[src/rtl/pipeline_stall_ctrl.sv]
`default_nettype none
// ============================================================================
// Module   : pipeline_stall_ctrl
// Brief    : Hazard-to-control arbiter for a 5-stage MIPS pipeline with MDU
//            interlock tracking and saturating stall/flush counters.
// Revision : 1.0
// ============================================================================
module pipeline_stall_ctrl #(
    parameter int MDU_LAT = 32,
    parameter int CNT_W   = 32
) (
    input  logic             clk,
    input  logic             reset,
    input  logic             stall,
    input  logic             branch_taken_id,
    input  logic             mdu_start_ex,
    input  logic             mdu_use_id,
    input  logic             dmem_req_mem,
    input  logic             dmem_ready,
    output logic             PC_Write,
    output logic             IFID_Write,
    output logic             IFID_Flush,
    output logic             IDEX_Bubble,
    output logic             EXMEM_Write,
    output logic             MEMWB_Write,
    output logic             mdu_busy,
    output logic [CNT_W-1:0] stall_cycles,
    output logic [CNT_W-1:0] flush_count
);

    localparam int c_MDU_CW = (MDU_LAT > 1) ? $clog2(MDU_LAT) : 1;
    localparam logic [c_MDU_CW-1:0] c_MDU_LOAD = c_MDU_CW'(MDU_LAT - 1);
    localparam logic [CNT_W-1:0]    c_CNT_ONE  = CNT_W'(1);

    typedef enum logic [0:0] {
        RUN      = 1'b0,
        MDU_BUSY = 1'b1
    } state_t;

    state_t              r_state;
    logic [c_MDU_CW-1:0] r_mduCnt;
    logic [CNT_W-1:0]    r_stallCycles;
    logic [CNT_W-1:0]    r_flushCount;

    logic w_memFreeze;
    logic w_hazard;
    logic w_mduAccept;

    assign mdu_busy    = (r_state == MDU_BUSY);
    assign w_memFreeze = dmem_req_mem & ~dmem_ready;
    assign w_hazard    = stall | (mdu_use_id & mdu_busy);
    // A frozen pipeline cannot hand a new op to the MDU.
    assign w_mduAccept = mdu_start_ex & ~w_memFreeze;

    always_comb begin
        PC_Write    = 1'b1;
        IFID_Write  = 1'b1;
        IFID_Flush  = 1'b0;
        IDEX_Bubble = 1'b0;
        EXMEM_Write = 1'b1;
        MEMWB_Write = 1'b1;
        if (reset) begin
            PC_Write    = 1'b0;
            IFID_Write  = 1'b0;
            IFID_Flush  = 1'b1;
            IDEX_Bubble = 1'b1;
            EXMEM_Write = 1'b0;
            MEMWB_Write = 1'b0;
        end else if (w_memFreeze) begin
            PC_Write    = 1'b0;
            IFID_Write  = 1'b0;
            EXMEM_Write = 1'b0;
            MEMWB_Write = 1'b0;
        end else if (w_hazard) begin
            // Branch is ignored here: its operands are not yet resolved.
            PC_Write    = 1'b0;
            IFID_Write  = 1'b0;
            IDEX_Bubble = 1'b1;
        end else if (branch_taken_id) begin
            IFID_Flush  = 1'b1;
        end
    end

    always_ff @(posedge clk or posedge reset) begin
        if (reset) begin
            r_state  <= RUN;
            r_mduCnt <= '0;
        end else if (w_mduAccept) begin
            r_state  <= MDU_BUSY;
            r_mduCnt <= c_MDU_LOAD;
        end else if (r_state == MDU_BUSY) begin
            if (r_mduCnt == '0) begin
                r_state <= RUN;
            end else begin
                r_mduCnt <= r_mduCnt - 1'b1;
            end
        end
    end

    always_ff @(posedge clk or posedge reset) begin
        if (reset) begin
            r_stallCycles <= '0;
            r_flushCount  <= '0;
        end else begin
            if (!PC_Write && (r_stallCycles != '1)) begin
                r_stallCycles <= r_stallCycles + c_CNT_ONE;
            end
            if (IFID_Flush && (r_flushCount != '1)) begin
                r_flushCount <= r_flushCount + c_CNT_ONE;
            end
        end
    end

    assign stall_cycles = r_stallCycles;
    assign flush_count  = r_flushCount;

endmodule
`default_nettype wire
[config.mk]
export PLATFORM = sky130hd
export DESIGN_NAME = pipeline_stall_ctrl
export DESIGN_NICKNAME = d
export VERILOG_FILES = /design/src/rtl/pipeline_stall_ctrl.sv
export SDC_FILE = /design/constraint.sdc
export NUM_CORES = 1
export LEC_CHECK = 0
export CAP_MARGIN = 10
export CELL_PAD_IN_SITES_DETAIL_PLACEMENT = 0
export CELL_PAD_IN_SITES_GLOBAL_PLACEMENT = 1
export CORE_UTILIZATION = 39
export CTS_BUF_LIST = sky130_fd_sc_hd__clkbuf_16
export DETAILED_ROUTE_END_ITERATION = 16
export GPL_ROUTABILITY_DRIVEN = 0
export PLACE_DENSITY = 0.88
export SKIP_CTS_REPAIR_TIMING = 1
export SYNTH_ARGS = -nofsm -noshare
export SYNTH_HDL_FRONTEND = slang
export SYNTH_SLANG_ARGS = --single-unit
[constraint.sdc]
create_clock -name clk -period 2.6 [get_ports clk]
set_input_delay 0.39 -clock clk [delete_from_list [all_inputs] [get_ports clk]]
set_output_delay 0.39 -clock clk [all_outputs]
set_load 0.05 [all_outputs]
==> results of run 1 <==
==> through the flow <==
| step | utilization | instances | setup TNS [ps] |
|---|---|---|---|
| finish | 0.547 | 540 | 0 |
| global route | 0.547 | 540 | 0 |
| CTS | 0.547 | 540 | 0 |
| detailed placement | 0.515 | 524 | 0 |
| global placement | 0.515 | 524 | 0 |
| floorplan | - | 333 | -126 |
==> cell families after synthesis <==
kind of cell / count (synthesis)
fa+ha+maj: 3
xor+xnor: 61
flops: 70
mux: 3
buf+inv: 17
compound gates: 23
simple gates: 156
==> registers in the layout, summed over array words and instances, names as in the netlist <==
signal	cells
r_mduCnt	5
mdu_busy	1
flush_count	32
stall_cycles	32
==> worst max-delay path: cells and delay by family <==
kind                      cells  cell delay [ps]
and+or+nand+nor               2             1100
xor gates and xnor gates      1              170
buffers and inverters         1              420
AOI/OAI and AO/OA             2              400
==> layout make-up <==
cell class                      instances  area [um^2]
Inverter                                9         37.5
Multi-Input combinational cell        246         1640
Clock inverter                          7         57.6
Sequential cell                        70         1750
Fill cell                             794         3930
Clock buffer                            9          225
Tap cell                              108          135
Timing Repair Buffer                   91          901
==> cell usage after synthesis, drive strengths merged, types with 5 or more instances <==
master  count  area share
dfrtp      70        0.51
nand2      33       0.036
xor2       33       0.083
xnor2      28       0.071
nand3      27       0.039
nand4      24       0.047
nor3       19       0.029
nor2       17       0.018
and3       10       0.018
inv         9      0.0097
nor4        7       0.019
and4        5       0.013
buf         5      0.0094
o21ai       5      0.0072
==> layer usage <==
metal,GRT usage,part of all wire,vias up
met3,0.0419,0.038,13
met5,0,0,-
met4,0.0808,0.023,0
met2,0.306,0.50,68
li1,-,-,1375
met1,0.242,0.44,1418
==> power by group through the flow <==
stage	sequential, W	combinational, W	clock, W
floorplan	0.00184	0.000274	0
global placement	0.00144	0.00105	0
detailed placement	0.00144	0.00107	0
CTS	0.00142	0.00107	0.00119
global route	0.00145	0.00111	0.00124
finish	0.00143	0.00106	0.00117
==> worst paths after layout <==
check,slack (ps),startpoint,depth (start not counted),to
min in group asynchronous,870,reset,4,mdu_busy
worst min-delay path,490,stall_cycles[19],1,stall_cycles[19]
worst max-delay path,370,mdu_use_id,6,flush_count[19]
worst max register to register,380,mdu_busy,5,flush_count[19]
max in group asynchronous,1170,reset,4,flush_count[24]
worst min register to register,490,stall_cycles[19],1,stall_cycles[19]
==> flow_metrics.py, run 1 <==
metrics = {
    "yosys": {
        "synth_compound_area_frac": 0.0484,
        "ys_ff_latch": 70,
        "synth-seq-area-share": 0.505,
        "synth_xor_xnor_area_share": 0.154,
        "synth_warnings": 0,
        "synthCells": 333,
        "syn_nets": 344,
        "synth_ff_type": "dfrtp_1",
        "synth_area_mm2": 0.00347,
        "synth_mux_area_frac": 0.00975,
        "synth_top_family_by_area": "simple AND/OR/NAND/NOR gates",
        "synth_fa_ha_area_frac": 0.0108,
        "ys_async_sr_fraction": 1.00,
        "synthSimpleGateAreaFrac": 0.249,
        "syn_area_per_cell_um2": 10.4,
        "synth_edf_count": 0,
        "ys_types": 44,
    },
    "pwr": {
        "vdd_drop_max_uv": 713,
        "clkPwrFrac": 0.319,
        "power.density_mw_per_mm2": 769,
        "power.total_w": 0.00365,
        "p_int_w": 0.00234,
        "pwr-share-seq": 0.390,
        "pwr-share-comb": 0.291,
        "swShare": 0.360,
        "cellLeakagePower_nw": 2.01,
        "p_switching_w": 0.00131,
    },
    "floorplan": {
        "row_count": 34,
        "dieArea_mm2": 0.00927,
        "initial_core_util": 0.399,
        "coreArea_mm2": 0.00868,
        "die_w_um": 96.3,
        "ios": 79,
        "die_h_um": 96.3,
    },
    "job": {
        "drv_cap": 0,
    },
    "timing": {
        "min_period_ps": 2230,
        "drv_slew": 0,
        "finalCritPeriodShare": 0.858,
        "max_freq_mhz": 448,
        "timing.final.hold_violations": 0,
        "hold_slack_ps": 491,
        "setup_violations": 0,
        "slew_headroom": 0.417,
        "layout_setup_ws_ps": 369,
        "rsz0062_at_grt": "false",
        "worst_pin_slew_ps": 874,
        "finClkSkew_ps": 3.37,
    },
    "route": {
        "wl_per_cell_um": 14.9,
        "detail_route.vias_per_cell": 5.32,
        "drc": 0,
        "ant_nets": 0,
        "drt_wl_total_um": 8030,
        "via_count": 2874,
        "first_pass_iters": 4,
        "drt_iter0_markers": 128,
    },
    "clocking": {
        "cts_tree": "built",
        "clock_latency_ps": 320,
        "cts_htree_levels": 3,
        "cts_sinks": 70,
        "clkTransAtPathRegs_ps": 50,
        "clk_path_buf_depth": 2,
        "cts_buffers": 9,
        "cts_root_buf": "clkbuf_16",
    },
    "critical_path": {
        "cp_data_required_time_ps": 2850,
        "start_kind": "primary input",
        "setup.worst_path.end_class": "flip-flop",
        "cp_slowest_stage_delay_ps": 740,
        "cp_cell_sequence": "clkdlybuf4s50_1 -> a21oi_1 -> a31oi_1 -> or4_1 -> nor4_1 -> xor2_1",
        "critical_path_class": "in -> reg",
        "crit_path_max_fanout": 9,
        "arrival_ps": 2480,
        "critPathSlowestCell": "or4_1",
    },
    "place": {
        "post_dp_cell_area_mm2": 0.00447,
        "portBuffers": 78,
        "pre_cts_slack_ps": 37.0,
        "hpwl_um": 5770,
    },
    "grt": {
        "overflow": 0,
        "grt_pass1_vias": 2698,
        "grt_antenna_before_repair": 0,
        "grt_pass1_wl_um": 13200,
        "grt_max_degree": 71,
        "track_usage": 0.189,
    },
    "layout": {
        "nets": 438,
        "final_common_cell": "clkdlybuf4s50_1",
        "area_growth_pct": 37.0,
        "layout_common_cells": "clkdlybuf4s50_1 (72), dfrtp_1 (70), nand2_1 (33), xor2_1 (33), xnor2_1 (28)",
        "fin_area_mm2": 0.00475,
        "drive_above_1_share": 0.116,
        "n_antenna_cell": 0,
    },
    "hold_path": {
        "holdCritPathClass": "reg -> reg",
    },
    "outcome": {
        "run_status": "finished, final reports clean",
    },
}
Power figures use the tool's default switching activity.
==> run 2, diff against run 1 <==
--- a/config.mk
+++ b/config.mk
@@ -12,6 +12,7 @@
 export CTS_BUF_LIST = sky130_fd_sc_hd__clkbuf_16
 export DETAILED_ROUTE_END_ITERATION = 16
 export GPL_ROUTABILITY_DRIVEN = 0
+export MAX_ROUTING_LAYER = met4
 export PLACE_DENSITY = 0.88
 export SKIP_CTS_REPAIR_TIMING = 1
 export SYNTH_ARGS = -nofsm -noshare
==> flow_metrics.py, run 2 (synthesis gave the netlist of run 1 again) <==
metrics = {
    "layout": {
        "fillers": 794,
        "area_growth_pct": 37.0,
        "final_common_cell": "clkdlybuf4s50_1",
        "nets": 438,
        "n_antenna_cell": 0,
        "final_util": 0.547,
        "final_cells": 540,
        "drive_above_1_share": 0.116,
        "layout_common_cells": "clkdlybuf4s50_1 (72), dfrtp_1 (70), nand2_1 (33), xor2_1 (33), xnor2_1 (28)",
    },
    "critical_path": {
        "regToRegSetupSlack_ps": 370,
        "start_kind": "primary input",
        "r2r_cells": 5,
        "arrival_ps": 2490,
        "setup.worst_path.end_class": "flip-flop",
        "critical_path_class": "in -> reg",
        "crit_path_max_fanout": 9,
        "cp_data_required_time_ps": 2850,
    },
    "clocking": {
        "clk_path_buf_depth": 2,
        "cts_sinks": 70,
        "cts_htree_levels": 3,
        "clkTransAtPathRegs_ps": 50,
        "cts_root_buf": "clkbuf_16",
        "clock_latency_ps": 320,
        "cts_buffers": 9,
        "cts_tree": "built",
    },
    "job": {
        "drv_cap": 0,
    },
    "timing": {
        "timing.final.hold_violations": 0,
        "drv_slew": 0,
        "slew_headroom": 0.418,
        "min_period_ps": 2240,
        "finalCritPeriodShare": 0.861,
        "layout_setup_ws_ps": 361,
        "worst_pin_slew_ps": 873,
        "finClkSkew_ps": 3.46,
        "max_freq_mhz": 447,
        "setup_violations": 0,
        "rsz0062_at_grt": "false",
    },
    "grt": {
        "grt_max_degree": 71,
        "grt_pass1_wl_um": 13200,
        "grt_pass1_vias": 2691,
        "overflow": 0,
        "grt_antenna_before_repair": 0,
        "track_usage": 0.195,
    },
    "place": {
        "pre_cts_slack_ps": 37.0,
        "portBuffers": 78,
        "hpwl_um": 5770,
        "dp.cells": 524,
    },
    "route": {
        "drc": 0,
        "wl_per_cell_um": 14.9,
        "via_count": 2883,
        "ant_nets": 0,
        "first_pass_iters": 4,
        "detail_route.vias_per_cell": 5.34,
        "drt_iter0_markers": 152,
        "drt_wl_total_um": 8070,
    },
    "outcome": {
        "run_status": "finished, final reports clean",
    },
    "hold_path": {
        "holdPathStages": 1,
        "holdCritPathClass": "reg -> reg",
    },
    "pwr": {
        "cellLeakagePower_nw": 2.01,
        "vdd_drop_max_uv": 715,
        "power.density_mw_per_mm2": 770,
    },
    "floorplan": {
        "dieArea_mm2": 0.00927,
        "die_h_um": 96.3,
        "ios": 79,
        "die_w_um": 96.3,
        "coreArea_mm2": 0.00868,
        "initial_core_util": 0.399,
        "row_count": 34,
    },
}
run 2: cell counts in the layout (fill, tap and decap cells not counted):
No cell type changed its count.
run 2: cell type report:
type	count	area, um^2	area share
Sequential cell	70	1750	0.369
Clock buffer	9	225	0.0474
Clock inverter	7	57.6	0.0121
Timing Repair Buffer	91	901	0.190
Tap cell	108	135	0.0285
Multi-Input combinational cell	246	1640	0.346
Inverter	9	37.5	0.00790
run 2: where the power goes:
group	switching, W	internal, W
combinational	0.000682	0.000383
sequential	0.000195	0.00123
clock	0.000438	0.000728
run 2: per-stage QoR:
| stage | power (W) | setup TNS [ps] | instance area, um^2 | hold WS [ps] |
|---|---|---|---|---|
| 2_1_floorplan | 0.00212 | -126 | 3470 | 481 |
| 3_3_place_gp | 0.00249 | 0 | 4470 | 481 |
| 3_5_place_dp | 0.00250 | 0 | 4470 | 487 |
| 4_1_cts | 0.00369 | 0 | 4750 | 495 |
| 5_1_grt | 0.00381 | 0 | 4750 | 521 |
| 6_report | 0.00366 | 0 | 4750 | 491 |
run 2: path summary, 6_finish.rpt:
check | startpoint | end
hold / removal | stall_cycles[19] | stall_cycles[19]
hold reg to reg | stall_cycles[19] | stall_cycles[19]
min in group asynchronous | reset | stall_cycles[14]
setup reg to reg | mdu_busy | flush_count[19]
max in group asynchronous | reset | flush_count[27]
setup / recovery | mdu_use_id | flush_count[19]
run 2: per-layer routing:
| layer | part of all wire | vias to the layer above | GRT usage |
|---|---|---|---|
| met5 | 0 | - | - |
| met4 | 0.022 | 0 | 0.0808 |
| met3 | 0.039 | 13 | 0.0419 |
| met2 | 0.50 | 67 | 0.305 |
| met1 | 0.44 | 1423 | 0.243 |
| li1 | - | 1380 | - |
run 2: worst max-delay path, cell delays in order:
cell and delay, ps:
clkdlybuf4s50_1 420, a21oi_1 220, a31oi_1 190, or4_1 740
nor4_1 360, xor2_1 180
